`src/rtl/div_unit_if.sv`:
```
// Handshake and result bundle between the EX-stage requester and div_unit.
// master: requester (drives start/is_signed/a/b/annul, sees stall/ready/results)
// slave : div_unit
interface div_unit_if #(
  parameter int unsigned WIDTH = 32
);
  logic             start;
  logic             is_signed;
  logic [WIDTH-1:0] a;
  logic [WIDTH-1:0] b;
  logic             annul;
  logic             stall_req;
  logic             ready;
  logic [WIDTH-1:0] quotient;
  logic [WIDTH-1:0] remainder;

  modport master (
    output start, is_signed, a, b, annul,
    input  stall_req, ready, quotient, remainder
  );

  modport slave (
    input  start, is_signed, a, b, annul,
    output stall_req, ready, quotient, remainder
  );
endinterface

```
`src/rtl/div_unit.sv`:
```
// Iterative radix-2 restoring divider for DIV/DIVU in the EX stage.
// Ports:
//   clk, rst     core clock, asynchronous active-high reset
//   bus (slave)  start/is_signed/a/b/annul in; stall_req (combinational),
//                ready (one-cycle pulse), quotient (LO), remainder (HI) out
// Only WIDTH = 32 is supported (6-bit iteration counter).
module div_unit #(
  parameter int unsigned WIDTH = 32
) (
  input  logic       clk,
  input  logic       rst,
  div_unit_if.slave  bus
);

  localparam int unsigned CW = 6;
  localparam int unsigned RW = WIDTH + 1;

  typedef enum logic [1:0] {IDLE, RUN, DONE} state_t;

  state_t           state;
  logic [CW-1:0]    cnt;
  logic [RW-1:0]    prem;
  logic [WIDTH-1:0] dvd;
  logic [WIDTH-1:0] dvs;
  logic             sgn_a;
  logic             sgn_b;
  logic             sgn_mode;
  logic             ready_q;

  logic [WIDTH-1:0] abs_a;
  logic [WIDTH-1:0] abs_b;
  logic [RW-1:0]    rem_sh;
  logic [RW-1:0]    diff;
  logic             qbit;
  logic [WIDTH-1:0] q_next;
  logic [RW-1:0]    r_next;
  logic [WIDTH-1:0] r_mag;
  logic             neg_q;
  logic             neg_r;

  // Operand magnitudes; 0x80000000 maps to itself, which is correct unsigned.
  assign abs_a = (bus.is_signed && bus.a[WIDTH-1]) ? WIDTH'(-bus.a) : bus.a;
  assign abs_b = (bus.is_signed && bus.b[WIDTH-1]) ? WIDTH'(-bus.b) : bus.b;

  // One restoring step: the dividend register doubles as the quotient
  // shift register, feeding its MSB into the partial remainder.
  assign rem_sh = RW'({prem, dvd[WIDTH-1]});
  assign diff   = rem_sh - RW'(dvs);
  assign qbit   = ~diff[RW-1];
  assign q_next = {dvd[WIDTH-2:0], qbit};
  assign r_next = qbit ? diff : rem_sh;
  assign r_mag  = WIDTH'(r_next);

  assign neg_q = sgn_mode & (sgn_a ^ sgn_b);
  assign neg_r = sgn_mode & sgn_a;

  // Stall is combinational so the pipeline holds in the request cycle itself.
  assign bus.stall_req = ((state == IDLE) && bus.start && !bus.annul) || (state == RUN);

  // An annul in DONE suppresses the pulse already registered for this cycle.
  assign bus.ready = ready_q && !bus.annul;

  // Control, datapath and result registers.
  always_ff @(posedge clk or posedge rst) begin
    if (rst) begin
      state         <= IDLE;
      cnt           <= '0;
      prem          <= '0;
      dvd           <= '0;
      dvs           <= '0;
      sgn_a         <= 1'b0;
      sgn_b         <= 1'b0;
      sgn_mode      <= 1'b0;
      ready_q       <= 1'b0;
      bus.quotient  <= '0;
      bus.remainder <= '0;
    end else begin
      ready_q <= 1'b0;
      case (state)
        IDLE: begin
          if (bus.start && !bus.annul) begin
            dvd      <= abs_a;
            dvs      <= abs_b;
            sgn_a    <= bus.a[WIDTH-1];
            sgn_b    <= bus.b[WIDTH-1];
            sgn_mode <= bus.is_signed;
            cnt      <= '0;
            prem     <= '0;
            if (bus.b == '0) begin
              // Divide by zero: fixed result, no sign fix-up.
              state         <= DONE;
              ready_q       <= 1'b1;
              bus.quotient  <= '1;
              bus.remainder <= bus.a;
            end else begin
              state <= RUN;
            end
          end
        end
        RUN: begin
          if (bus.annul) begin
            state <= IDLE;
          end else begin
            prem <= r_next;
            dvd  <= q_next;
            cnt  <= cnt + CW'(1);
            if (cnt == CW'(WIDTH - 1)) begin
              state         <= DONE;
              ready_q       <= 1'b1;
              bus.quotient  <= neg_q ? WIDTH'(-q_next) : q_next;
              bus.remainder <= neg_r ? WIDTH'(-r_mag) : r_mag;
            end
          end
        end
        DONE: begin
          state <= IDLE;
        end
        default: begin
          state <= IDLE;
        end
      endcase
    end
  end

endmodule

```
`src/flat_wrapper.sv`:
```
// flat-port wrapper written by rule: the top's interface ports become plain ports
module div_unit_flat 
#(
  parameter int unsigned WIDTH = 32
)
  (clk, rst, bus_start, bus_is_signed, bus_a, bus_b, bus_annul, bus_stall_req, bus_ready, bus_quotient, bus_remainder);
  div_unit_if #(.WIDTH(WIDTH)) bus_i ();
  input  logic clk;
  input  logic rst;
  input wire logic [$bits(bus_i.start)-1:0] bus_start;
  input wire logic [$bits(bus_i.is_signed)-1:0] bus_is_signed;
  input wire logic [$bits(bus_i.a)-1:0] bus_a;
  input wire logic [$bits(bus_i.b)-1:0] bus_b;
  input wire logic [$bits(bus_i.annul)-1:0] bus_annul;
  output wire logic [$bits(bus_i.stall_req)-1:0] bus_stall_req;
  output wire logic [$bits(bus_i.ready)-1:0] bus_ready;
  output wire logic [$bits(bus_i.quotient)-1:0] bus_quotient;
  output wire logic [$bits(bus_i.remainder)-1:0] bus_remainder;
  assign bus_i.start = bus_start;
  assign bus_i.is_signed = bus_is_signed;
  assign bus_i.a = bus_a;
  assign bus_i.b = bus_b;
  assign bus_i.annul = bus_annul;
  assign bus_stall_req = bus_i.stall_req;
  assign bus_ready = bus_i.ready;
  assign bus_quotient = bus_i.quotient;
  assign bus_remainder = bus_i.remainder;
  div_unit #(.WIDTH(WIDTH)) u_core (.clk(clk), .rst(rst), .bus(bus_i));
endmodule
```
`config.mk`:
```
export PLATFORM = sky130hd
export DESIGN_NAME = div_unit_flat
export DESIGN_NICKNAME = d
export VERILOG_FILES = /design/src/rtl/div_unit_if.sv /design/src/rtl/div_unit.sv /design/src/flat_wrapper.sv
export SDC_FILE = /design/constraint.sdc
export NUM_CORES = 1
export LEC_CHECK = 0
export BUFFER_PORTS_ARGS = -buffer_cell sky130_fd_sc_hd__buf_4
export CORE_AREA = 4 4 154 156
export CTS_BUF_LIST = sky130_fd_sc_hd__clkbuf_8
export DETAILED_ROUTE_END_ITERATION = 12
export DIE_AREA = 0 0 158 160
export MAX_ROUTING_LAYER = met4
export PLACE_DENSITY = 0.81
export SKIP_CTS_REPAIR_TIMING = 1
export SLEW_MARGIN = 20
export SYNTH_ARGS = -nofsm -noshare
export SYNTH_HDL_FRONTEND = slang
export SYNTH_SLANG_ARGS = --single-unit
```
`constraint.sdc`:
```
create_clock -name clk -period 20.7 [get_ports clk]
set_input_delay 6.21 -clock clk [delete_from_list [all_inputs] [get_ports clk]]
set_output_delay 6.21 -clock clk [all_outputs]
set_load 0.02 [all_outputs]
```
* Word level (Yosys, flattened, before mapping)
Cells that the tools add are included.
Widths: inputs -> output; s select.
** Storage, ports and cells
- Register bits after elaboration :: 172
- Logic and storage cells :: 77
- Bits of input ports :: 69
- Output and inout port bits :: 66
** Operators by class
- Bitwise operators :: 4
- Reduce and logical (&&, ||, !) cells :: 15
- $add $sub $neg :: 6
- Multiplexer cells :: 34
- Equality and inequality tests :: 7
** Operator list (count)
- $mux 32 :: 17
- $pmux 32 s2 :: 4
- $neg 32->32 :: 4
- $sub 33x32->33 :: 1
- $logic_not 32->1 :: 1
- $mux 6 :: 2
- $pmux 6 s2 :: 1
- $mux 2 :: 4
- $ne 2x2->1 const B :: 4
- $add 6x1->6 const B :: 1
- $eq 6x5->1 const B :: 1
- $logic_and 1x1->1 :: 6
- $reduce_and 5->1 :: 1
- $mux 1 :: 4
- $pmux 2 s2 :: 1
- $reduce_and 2->1 :: 2
- $ne 3x3->1 const B :: 1
- $reduce_and 3->1 :: 1
- $and 1x1->1 :: 2
- $eq 2x1->1 const B :: 1
- $logic_not 2->1 :: 1
- $pmux 1 s2 :: 1
- $reduce_bool 2->1 :: 1
- $logic_not 1->1 :: 1
- other kinds (3) :: 3

* Longest topological paths before layout
- Depth in word-level cells :: 7
- Depth in mapped cells :: 27
- Depth with buffers taken out :: 25

* Worst setup path before layout
OpenSTA, ideal clock, no wires.
- Path type :: input to output
- Start point :: input port bus_annul
- End point :: output port bus_stall_req
- Data required time :: 14.490 ns
- Path buffers :: 2
- Setup slack :: 7.445 ns
- Cell stages on the path :: 5
- Data arrival time :: 7.045 ns
- Path through :: nor2_1 > nand3_1 > clkbuf_1 > clkbuf_1 > nand2_1
** Between the ends
- Longest elaborated chain between the ends :: 3
** RTL lines
- start: declaration :: line flat_wrapper.sv:14 : input wire logic [$bits(bus_i.annul)-1:0] bus_annul;
- $logic_not 1->1 :: line div_unit.sv:58 : assign bus.stall_req = ((state == IDLE) && bus.start && !bus.annul) || (state == RUN);
- $logic_and 1x1->1 :: line div_unit.sv:58
- $logic_or 1x1->1 :: line div_unit.sv:58
- end: declaration :: line flat_wrapper.sv:15 : output wire logic [$bits(bus_i.stall_req)-1:0] bus_stall_req;
No other way between the ends.

* Worst setup path in the final report
Ends and elaborated chain as after synthesis.

==> summary.md <==
The run finished with clean final reports. The worst slew margin relative to its limit was 0.234; the clock insertion delay at the later pin of the skew report was 0.48 ns. Distinct cell type count of the synthesized netlist: 75. Before antenna repair, the detailed router went through 8 iterations. For this block, the via count after detailed routing is 11,700. The mapped netlist covers 12,200 sq um.

For flop-to-flop paths, the worst setup slack is 13.91 ns. The floorplan step set the die height to 160 um. In this run the number of H-tree levels came out at 4.

The run gives 0 as the final count of negative-setup-slack endpoints. In this run the deepest clock path goes through 2 buffers. Entering global routing, the biggest net connects 108 pins. The async set-reset flop share out of synthesis was 1.00. The count of nets left with antenna violations once routing finished came out at 0. For this design the ratio of total power to cell area is 121 nW/um^2.

The tools report the number of warning messages in the yosys log as 0. After layout, the worst setup slack is 6.77 ns. 135 I/O pins were placed. TritonCTS built the clock tree. The floorplan step defined a die boundary enclosing 25,300 sq um.

The estimated wirelength of the detail-placed design was 26,800 um; the peak fanout along the critical path was 65. The count of max-cap constraint violations is 0, and the total clock buffers created by CTS is 17. From synthesis to final layout, the design area changed by 12.3%. In this run the critical register-to-register path is launched from u_core.dvd[31]$_DFFE_PP0P_.

Synthesis handed over a netlist of 1,538 instances. The share of post-route cells with drive strength above 1 came out at 0.124. The setup clock skew after layout was 0.0161 ns; the via count normalized by instance count was 6.12.

The first-pass GRT wire length is 56,400 um, and the fraction of synthesized cell area taken by the top area cell type is 0.353. In this run the worst hold path is classified as register to register. In this run, the number of DRC markers left after iteration 0 of detailed routing was 1,041. The final critical delay including setup and external delays is 13.93 ns, and the number of max-slew violations in the final report is 0. The startpoint of the worst hold path is u_core.dvs[7]$_DFFE_PP0P_.

Overall die width: 158 um. The launch point of the worst path was bus_annul. Leaving out filler cells and counting taps, the final layout contains 1,911. STA classifies the critical path startpoint as a primary input. Clock-pin slew was measured on the worst setup and hold paths at 0.09 ns.

The synthesized design spends more area on one cell type than any other, namely dfrtp_1. After filler insertion, the fill cell instance count of the layout stands at 2,008. STA puts the critical path data required time at 14.49 ns.

Setup repair after global routing left no endpoint under its margin. IR analysis of the VDD net gives a maximum drop of 0.0694 mV. The total inserted antenna cells is 0, and the net count of the mapped netlist is 1,645.

The tools report the starting utilization of the core area as 0.545. The run gives 0 as the number of hold violations in the final report. Dominant register cell in the synthesized netlist: dfrtp_1. At the end of the flow, the number of nets in the layout was 1,720.

Ranked by instance count, the synthesized netlist is headed by nand2_1 (205), o21ai_0 (175), dfrtp_1 (172). The critical path ends at bus_stall_req. Worst reg2reg path endpoint: u_core.bus.remainder[18]$_DFFE_PP0P_. The routed design has 35,500 um of wire. Port buffering added 134 buffers. STA classifies the critical path endpoint as a primary output.

The overall global routing resource usage is 0.286. The congestion estimate from routability-driven global placement came to 0.970. The run gives 10,900 as the via count of the first global-routing pass. In the routed design, unresolved DRC markers number 0. The leakage component of the power is 6.00 nW. Synthesis inferred 172 register bits. The synthesized design contains 0 enable-type register cells. For the count of placed standard cells including taps, the log shows 1,879.

Most frequent cell after synthesis: nand2_1. The worst-case setup slack after placement was 6.74 ns. The count of clock tree sinks is 172. Final hold analysis gives a worst-case slack of 0.485 ns. Depth of the worst register-to-register path: 24.

The ratio of final minimum period to clock period was 0.673. The run gives 0.353 as the part of the Yosys area used for sequential elements. The cell sitting at the root of the clock tree is a clkbuf_8. After detailed routing, the average wire length per cell comes to 18.6 um. After floorplanning, the core was divided into 55 placement rows. The slew at the pin with the worst max-slew slack was 1.15 ns. Ranked by total cell area, the synthesized netlist is headed by dfrtp_1 (35%), o21ai_0 (7.2%), nand2_1 (6.3%).

For the setup total negative slack, the log shows 0 ns. The critical path class is primary input to primary output. A synthesized cell averages 7.92 sq um. For this run, the top clock speed supported by timing is 71.8 MHz. The endpoint arrival time on the critical path was 7.72 ns; the overall overflow remaining after global route was 0. The initial antenna violation count is 0. Core footprint: 22,400 sq um.

The tools report the post-route total power as 1.66 mW.
==> how the worst min path moves through the flow <==
| stage | cells after the start | end |
|---|---|---|
| after floorplan | 2 | u_core.dvs[10]$_DFFE_PP0P_ |
| after global placement | 2 | u_core.dvs[30]$_DFFE_PP0P_ |
| after detailed placement | 2 | u_core.dvs[22]$_DFFE_PP0P_ |
| after CTS | 2 | u_core.dvs[22]$_DFFE_PP0P_ |
| after global routing | 2 | u_core.dvs[7]$_DFFE_PP0P_ |
| final | 2 | u_core.dvs[7]$_DFFE_PP0P_ |
==> critical path, cell delays in order <==
cell     delay [ns]
buf_4          0.13
nor2_1         0.14
nand3_2        0.78
nand2_1        0.28
buf_4          0.18
==> flip-flops by register name (all words and copies together) (netlist names) <==
signal                cells
u_core.bus.quotient      32
u_core.ready_q            1
u_core.dvs               32
u_core.bus.remainder     32
u_core.state              2
u_core.sgn_b              1
u_core.dvd               32
u_core.sgn_a              1
u_core.prem              32
u_core.cnt                6
u_core.sgn_mode           1
==> cell families (layout without fill, tap and decap cells) <==
family,Yosys count,after routing,synth area share
AOI/OAI and AO/OA,481,481,0.232
and+or+nand+nor,545,545,0.208
DFF,172,172,0.353
buffers and inverters,139,227,0.0462
xor gates and xnor gates,134,134,0.0964
muxes,29,29,0.0240
adders and majority gates,38,38,0.0397
==> power by group <==
group          internal (mW)  switching [mW]  total, mW
combinational          0.346           0.611      0.957
sequential             0.385          0.0688      0.454
clock                  0.103           0.144      0.247
==> cell type report <==
cell class                 count  area [sq um]  share of cell area
clock buffer                  18           248              0.0181
clock inverter                14           155              0.0113
inverter                      52           200              0.0146
multi-input combinational   1227          7340               0.537
sequential                   172          4300               0.315
tap                          285           357              0.0261
timing repair buffer         143          1070              0.0785
==> through the flow <==
step	area, sq um	utilization
floorplan	12200	-
global placement	13300	0.594
detailed placement	13300	0.594
CTS	13700	0.612
global route	13700	0.612
finish	13700	0.612
==> cell usage in the layout, fill, tap and decap left out, types with 4 or more instances in the layout <==
cell	n
o21bai_1	5
xnor2_1	54
a211oi_1	13
nor3_1	39
or2_2	5
o22ai_1	6
a311oi_1	4
nor2_1	140
or3_1	35
mux2i_1	27
o41ai_1	15
o211ai_1	8
inv_1	50
o21ai_0	175
o21ai_1	6
nand2b_1	13
o31ai_1	21
nor2b_1	7
clkbuf_8	18
and3_1	8
a31oi_1	37
clkinvlp_4	5
or4_1	12
xor2_1	80
nor3b_1	5
dfrtp_1	172
nand4_1	17
nand3_1	15
o21a_1	12
and2_1	11
nand2_1	205
inv_8	4
a21oi_1	142
ha_1	37
buf_4	143
nor4_1	14
==> per-layer routing <==
layer / routed length (um) / global-route usage / vias to the layer above
li1: - / - / 5619
met1: 14900 / 0.378 / 5454
met2: 16100 / 0.434 / 523
met3: 2870 / 0.0474 / 101
met4: 1640 / 0.127 / 0
met5: 0 / - / -
(Power assumes the default switching activity.)
